$ cat config.mk
export PLATFORM = sky130hd
export DESIGN_NAME = raw2gray
export DESIGN_NICKNAME = d
export VERILOG_FILES = /design/src/rtl/raw2gray_pkg.sv /design/src/rtl/raw2gray_pair_linebuf.sv /design/src/rtl/raw2gray.sv
export SDC_FILE = /design/constraint.sdc
export NUM_CORES = 2
export LEC_CHECK = 0
export CORE_UTILIZATION = 57
export CTS_CLUSTER_SIZE = 40
export DETAILED_ROUTE_END_ITERATION = 7
export PLACE_DENSITY = 0.75
export SLEW_MARGIN = 20
export SYNTH_ARGS = -nofsm -noshare
export SYNTH_HDL_FRONTEND = slang
export SYNTH_HIERARCHICAL = 1
export SYNTH_MEMORY_MAX_BITS = 65536
export SYNTH_SLANG_ARGS = --single-unit
$ cat constraint.sdc
create_clock -name iCLK -period 23 [get_ports iCLK]
set_input_delay 6.9 -clock iCLK [delete_from_list [all_inputs] [get_ports iCLK]]
set_output_delay 6.9 -clock iCLK [all_outputs]
set_load 0.01 [all_outputs]
$ cat src/rtl/raw2gray_pkg.sv
// Shared constants and helpers for the Bayer-to-grayscale 2x2 binning block.
package raw2gray_pkg;

  localparam int unsigned DW_DEF        = 12;
  localparam int unsigned IMG_WIDTH_DEF = 640;

  function automatic int unsigned col_w(input int unsigned img_width);
    return $clog2(img_width);
  endfunction

  function automatic int unsigned buf_depth(input int unsigned img_width);
    return img_width / 2;
  endfunction

  function automatic int unsigned pair_w(input int unsigned dw);
    return dw + 1;
  endfunction

  function automatic int unsigned total_w(input int unsigned dw);
    return dw + 2;
  endfunction

  localparam int unsigned COL_W     = col_w(IMG_WIDTH_DEF);
  localparam int unsigned BUF_DEPTH = buf_depth(IMG_WIDTH_DEF);
  localparam int unsigned PAIR_W    = pair_w(DW_DEF);
  localparam int unsigned TOTAL_W   = total_w(DW_DEF);

  typedef enum logic {
    RowEven = 1'b0,
    RowOdd  = 1'b1
  } row_par_e;

endpackage

$ cat src/rtl/raw2gray_pair_linebuf.sv
// Simple dual-port line buffer holding even-row horizontal pair sums.
// Synchronous write; read data is registered and held until the next read.
module raw2gray_pair_linebuf #(
  parameter int unsigned Depth = 320,
  parameter int unsigned Width = 13,
  parameter int unsigned AddrW = 9
) (
  input  logic             clk_i,
  input  logic             we_i,
  input  logic [AddrW-1:0] waddr_i,
  input  logic [Width-1:0] wdata_i,
  input  logic             re_i,
  input  logic [AddrW-1:0] raddr_i,
  output logic [Width-1:0] rdata_o
);

  logic [Width-1:0] mem_q [Depth];
  logic [Width-1:0] rdata_q, rdata_d;

  // Holding the read register across idle cycles keeps the pair valid over iDVAL gaps.
  always_comb begin
    rdata_d = rdata_q;
    if (re_i) begin
      rdata_d = mem_q[raddr_i];
    end
  end

  always_ff @(posedge clk_i) begin
    if (we_i) begin
      mem_q[waddr_i] <= wdata_i;
    end
    rdata_q <= rdata_d;
  end

  assign rdata_o = rdata_q;

endmodule

$ cat src/rtl/raw2gray.sv
// Raw Bayer (RGGB) to half-resolution grayscale by 2x2 averaging.
// Optional RAW2GRAY_ROUND_EN: round half up instead of truncating the average.
module raw2gray
  import raw2gray_pkg::*;
#(
  parameter int unsigned IMG_WIDTH = IMG_WIDTH_DEF,
  parameter int unsigned DW        = DW_DEF
) (
  input  logic          iCLK,
  input  logic          iRST,
  input  logic [DW-1:0] iDATA,
  input  logic          iDVAL,
  input  logic          iFVAL,
  output logic [DW-1:0] oDATA,
  output logic          oDVAL
);

  localparam int unsigned CW     = col_w(IMG_WIDTH);
  localparam int unsigned ADDR_W = CW - 1;
  localparam int unsigned DEPTH  = buf_depth(IMG_WIDTH);
  localparam int unsigned PW     = pair_w(DW);
  localparam int unsigned TW     = total_w(DW);

  logic [CW-1:0] col_q, col_d;
  row_par_e      row_q, row_d;
  logic [DW-1:0] prev_q, prev_d;
  logic [DW-1:0] data_q, data_d;
  logic          dval_q, dval_d;

  logic              accept;
  logic              col_odd;
  logic              col_last;
  logic [ADDR_W-1:0] buf_addr;
  logic              buf_we;
  logic              buf_re;
  logic [PW-1:0]     pair_sum;
  logic [PW-1:0]     buf_rdata;
  logic [TW-1:0]     total;
  logic [TW-1:0]     total_adj;
  logic [DW-1:0]     gray;

  assign accept   = iDVAL & iFVAL;
  assign col_odd  = col_q[0];
  assign col_last = (col_q == CW'(IMG_WIDTH - 1));
  assign buf_addr = col_q[CW-1:1];
  assign buf_we   = accept & (row_q == RowEven) & col_odd;
  assign buf_re   = accept & (row_q == RowOdd) & ~col_odd;
  assign pair_sum = PW'(prev_q) + PW'(iDATA);
  assign total    = TW'(buf_rdata) + TW'(prev_q) + TW'(iDATA);

`ifdef RAW2GRAY_ROUND_EN
  // 4*max + 2 still fits in DW+2 bits, so no saturation is needed.
  assign total_adj = total + TW'(2);
`else
  assign total_adj = total;
`endif

  assign gray = total_adj[TW-1:2];

  raw2gray_pair_linebuf #(
    .Depth (DEPTH),
    .Width (PW),
    .AddrW (ADDR_W)
  ) u_linebuf (
    .clk_i   (iCLK),
    .we_i    (buf_we),
    .waddr_i (buf_addr),
    .wdata_i (pair_sum),
    .re_i    (buf_re),
    .raddr_i (buf_addr),
    .rdata_o (buf_rdata)
  );

  always_comb begin
    col_d  = col_q;
    row_d  = row_q;
    prev_d = prev_q;
    data_d = data_q;
    dval_d = 1'b0;
    if (!iFVAL) begin
      col_d  = '0;
      row_d  = RowEven;
      prev_d = '0;
    end else if (iDVAL) begin
      prev_d = iDATA;
      if (col_last) begin
        col_d = '0;
        row_d = (row_q == RowEven) ? RowOdd : RowEven;
      end else begin
        col_d = col_q + CW'(1);
      end
      if ((row_q == RowOdd) && col_odd) begin
        dval_d = 1'b1;
        data_d = gray;
      end
    end
  end

  always_ff @(posedge iCLK) begin
    if (iRST) begin
      col_q  <= '0;
      row_q  <= RowEven;
      prev_q <= '0;
      data_q <= '0;
      dval_q <= 1'b0;
    end else begin
      col_q  <= col_d;
      row_q  <= row_d;
      prev_q <= prev_d;
      data_q <= data_d;
      dval_q <= dval_d;
    end
  end

  assign oDATA = data_q;
  assign oDVAL = dval_q;

endmodule
== Word level (Yosys, flattened, before mapping) ==
Memories as Yosys holds them, arrays and structs flattened. A register that Yosys moved wholly into a read port is not among the register bits.
Cells that the tools add are included.

* Divide/modulo/power cells: 0
* Reduce and logical (&&, ||, !) cells: 5
* Bitwise operators: 9
* Shift-type cells: 0
* Mux-type cells: 5
* $mul: 0
* Equality and inequality tests: 1
* $add $sub $neg: 4
* Magnitude comparators: 0

{| class="wikitable"
|+ Operator list
! kind !! number
|-
| $add 13x12->14 || 1
|-
| $add 14x12->14 || 1
|-
| $add 12x12->13 || 1
|-
| $add 10x1->10 const B || 1
|-
| $eq 10x10->1 const B || 1
|-
| $mux 10 || 1
|-
| $and 1x1->1 || 5
|-
| $mux 1 || 4
|-
| $not 1->1 || 4
|-
| $reduce_and 3->1 || 1
|-
| $reduce_or 3->1 || 1
|-
| $reduce_and 2->1 || 1
|-
| $reduce_or 2->1 || 1
|-
| $logic_and 1x1->1 || 1
|}

* Flip-flop bits (word level): 36
* Output and inout bits: 13
* ROM bits: 0
* Bits in latches: 0
* Input port bits: 16
* RAM bits: 4160
* Memories kept: 1
* Word-level logic and storage cells: 30

{| class="wikitable"
|+ Memories
! memory !! depth !! width !! rd ports !! clocked after memory_dff !! wr ports !! line !! RTL
|-
| u_linebuf.mem_q || 320 || 13 || 1 || 1 || 1 || raw2gray_pair_linebuf.sv:17 || <nowiki>logic [Width-1:0] mem_q [Depth];</nowiki>
|}

== Longest topological paths before layout ==
* Depth after elaboration: 5
* Gate-level depth with buffers: 13
* Mapped depth without buffers: 10

== Modules after synthesis ==
Netlist, hierarchy kept.

{| class="wikitable"
|+ Modules (own cells, without submodules)
! module !! area an instance (sq um) !! times used !! cells each
|-
| raw2gray_pair_linebuf || 160777.9 || 1 || 7608
|-
| raw2gray || 2524.9 || 1 || 278
|}

== Worst setup path before layout ==
OpenSTA, ideal clock, no wires.

* Path kind: input -> register
* Start point: input iDATA[0]
* End point: memory u_linebuf.mem_q[0][12], data pin
* Required time: 20.318 ns
* Arrival: 20.206 ns
* Buffers on the path: 0
* Path slack: 0.112 ns
* Cell stages on the path: 8
* Path through: ha_1 > fa_1 > a21oi_1 > o21ai_0 > nand3_1 > nand2_1 > o41ai_2 > o21ai_0

* Cells in the longest elaborated chain, start to end: 1

{| class="wikitable"
|+ RTL lines
! element !! line !! RTL
|-
| from (decl) || raw2gray.sv:11 || <nowiki>input logic [DW-1:0] iDATA,</nowiki>
|-
| $add 12x12->13 || raw2gray.sv:48 || <nowiki>assign pair_sum = PW'(prev_q) + PW'(iDATA);</nowiki>
|-
| net pair_sum[12] || raw2gray.sv:36 || <nowiki>logic [PW-1:0] pair_sum;</nowiki>
|-
| to (decl) || raw2gray_pair_linebuf.sv:17 ||
|}

The timed path passes the listed nets, and every way through them passes these cells.

== Worst setup path in the final report ==
* Start point: input iDATA[0]
* End point: memory u_linebuf.mem_q[17][10], data pin

Same word-level chain as after synthesis.

==> metrics.csv <==
stage,metric,value,unit
critical_path,cp-startpoint,iDATA[0],
detailed_routing,initialDrtViolationCount,12500,
floorplanning,io_pins,29,
synth,synthFlopType,edfxtp_1,
clocking,htree_num_levels,5,
detailed_routing,wire_per_inst,33.57,µm
synth,ys_seq_area_frac,0.7718,
power_and_ir_drop,peakVddDrop,0.07682,mV
floorplanning,die_w,537.3,µm
layout,drive_above_1_share,0.2078,
floorplanning,die_y,537.3,µm
layout,finalNetCount,8030,
power_and_ir_drop,leakage,53.49,nW
synth,yosys.area.top_type,edfxtp_1,
critical_path,regToRegSetupSlack,15710,ps
timing,fmax,86.32,MHz
critical_path,r2r_end,u_linebuf/rdata_o[11]$_DFFE_PP_,
clocking,cts_tree,built,
synth,synth-seq-cells,4209,
timing,tightest_slew,1234,ps
place,gp_congestion,0.9448,
synth,syn_area,163300,µm²
timing,period_share,0.5037,
clocking,cts.sinks,4209,
clocking,post_cts_buffers,0,
detailed_routing,drtPass1Iterations,8,
clocking,numCtsBuffers,394,
global_routing,overflow,0,
global_routing,antenna_found_initial,15,
synth,avgSynthCellArea,20.71,µm²
synth,yosysTopAreaCellShare,0.7673,
clocking,cts_max_path_buffers,4,
timing,drv_slew,0,
critical_path,critical_path_required,23550,ps
timing,skew,48.11,ps
synth,synth_most_common_cell,edfxtp_1,
critical_path,critPathCaptureType,flip-flop,
critical_path,critical_path.max_fanout,183,
run_status,status,"finished, violations left",
power_and_ir_drop,power_density,86.76,nW/µm²
synth,synth_edf_count,4173,
layout,register_area,126100,µm²
critical_path,reg2reg_depth,10,
global_routing,grt_max_degree,189,
detailed_routing,ant_nets,0,
place,io_buffers,28,
clocking,clk_latency,900,ps
floorplanning,rows,196,
global_routing,grt_usage,0.2803,
floorplanning,die_area,288600,µm²
min_path,hold_path.class,reg2reg,
clocking,post_cts_resized,0,
timing,final-hold-violation-count,0,
synth,synth.area.top_cells,"edfxtp_1 (77%), mux4_2 (9.7%), mux2i_1 (4.9%)",
min_path,min_from,oDATA[3]$_SDFFE_PP0P_,
synth,synthCells,7886,
synth,synth-async-reset-ratio,0,
timing,grt_setup_unrepaired,no,
synth,yosys-top-cells-count,"edfxtp_1 (4,173), mux2i_1 (793), mux4_2 (702), nor2_1 (363), clkbuf_1 (236)",
layout,nFillCells,18170,
synth,post_synth_num_cell_types,64,
layout,area_growth,10.68,%
detailed_routing,drcViolationCount,1,
detailed_routing,vias,82280,
critical_path,critical_path_arrival,12140,ps
floorplanning,initial_utilization,0.5731,
layout,utilization,0.6343,
global_routing,grt_pass1_vias,80090,
global_routing,grt_first_pass_wirelength,579.1,mm
timing,maxSlewHeadroom,0.1772,
critical_path,r2r_start,col_q[1]$_SDFFE_PP0P_,
critical_path,cp-start-kind,primary input,
run_status,violations,design-rule violations,
synth,syn_nets,7939,
detailed_routing,drt-total-wl,405.3,mm
clocking,path_clk_slew,60,ps
timing,fin_setup_tns,0,ps
critical_path,endpoint,u_linebuf/mem_q[17][10]$_DFFE_PP_,
layout,multi_input_area,35130,µm²
floorplanning,core_area,285000,µm²
timing,period_minus_slack,11580,ps
critical_path,path_class,in2reg,
min_path,whs_path_depth,2,
run,drv_cap,0,
place,hpwl,235.0,mm
clocking,holdBufCountCts,0,
detailed_routing,avgViaCountPerCell,6.815,
timing,setup_viol,0,
clocking,clockRootBuffer,clkbuf_16,
synth,yosys_warnings,6,
-- per-stage QoR --
stage,cells,worst slack [ps],hold WS [ps],total power [mW],cell area [µm²]
2_1_floorplan,7886,111.7,464.6,9.092,163300
3_3_place_gp,11340,10830,445.8,9.172,167000
3_5_place_dp,11340,10740,445.6,9.192,167000
4_1_cts,12060,11680,452.6,15.73,180200
5_1_grt,12070,11370,473.2,16.03,180700
6_report,12070,11420,452.3,15.68,180700
-- registers in the layout, indices dropped and copies added, names as in the netlist --
name and flops:
col_q 10, oDATA 12, oDVAL 1, prev_q 12, row_q 1, u_linebuf/mem_q 4160
u_linebuf/rdata_o 13
-- worst max-delay path, cell delays in order --
cell	delay [ps]
clkdlybuf4s50_1	460
ha_4	200
fa_4	480
a21oi_1	220
o21ai_0	160
nand3_1	120
nand2_1	80
o41ai_2	490
xnor2_2	190
buf_12	580
buf_4	770
buf_4	850
-- metal layers --
metal / vias to the layer above / GRT usage / routed length, µm
li1: 33110 / - / -
met2: 5807 / 0.4225 / 187000
met4: 18 / 0.1095 / 15980
met1: 42550 / 0.3990 / 151400
met5: - / 0 / 103
met3: 795 / 0.06931 / 50780
-- cells in the final DEF, fill, tap and decap left out, types with 27 or more instances in the layout --
cell type        instances
clkbuf_16              399
a221oi_1               130
clkbuf_1                54
mux4_2                 702
nand4_1                 45
clkinv_2                70
a21oi_1                 76
clkinv_1                77
nand2_1                 76
o22ai_1                104
a22oi_1                208
mux2i_1                793
dfxtp_1                 29
nand3_1                111
nor4_1                  28
nor2_2                 198
nor2_1                 164
edfxtp_1              4173
buf_4                  131
clkdlybuf4s50_1         28
bufinv_16               56
clkinvlp_4              27
o21ai_0                152
o211ai_1                39
-- logic make-up (layout without fill, tap and decap cells) --
kind of cell	after synthesis	count (layout)	synth area share
flip-flops	4209	4209	0.7718
multiplexers	1495	1495	0.1454
AO/OA/AOI/OAI	866	866	0.03766
AND/OR/NAND/NOR	763	763	0.02192
buffers and inverters	489	906	0.01836
adder cells (fa/ha/maj)	37	37	0.003433
XOR/XNOR	27	27	0.001448
other	0	9	0
-- worst min-delay path by stage --
| stage | end |
|---|---|
| finish | oDATA[3]$_SDFFE_PP0P_ |
| global route | oDATA[3]$_SDFFE_PP0P_ |
| CTS | oDATA[3]$_SDFFE_PP0P_ |
| detailed placement | oDATA[3]$_SDFFE_PP0P_ |
| global placement | oDATA[2]$_SDFFE_PP0P_ |
| floorplan | prev_q[0]$_SDFFE_PP0P_ |
-- final cells by class --
type,count,area share
clock inverters,269,0.01650
inverters,6,0.0001246
well taps,3762,0.02604
repair buffers,178,0.009061
clock buffers,453,0.05636
flip-flops and latches,4209,0.6974
diodes,9,0.0001246
multi-input cells,3188,0.1944
-- power breakdown --
| group | internal (mW) | switching (mW) | total (mW) |
|---|---|---|---|
| registers | 8.58 | 0.00171 | 8.58 |
| clock network | 3.82 | 2.82 | 6.65 |
| logic | 0.0696 | 0.383 | 0.452 |
(Power assumes the default switching activity.)
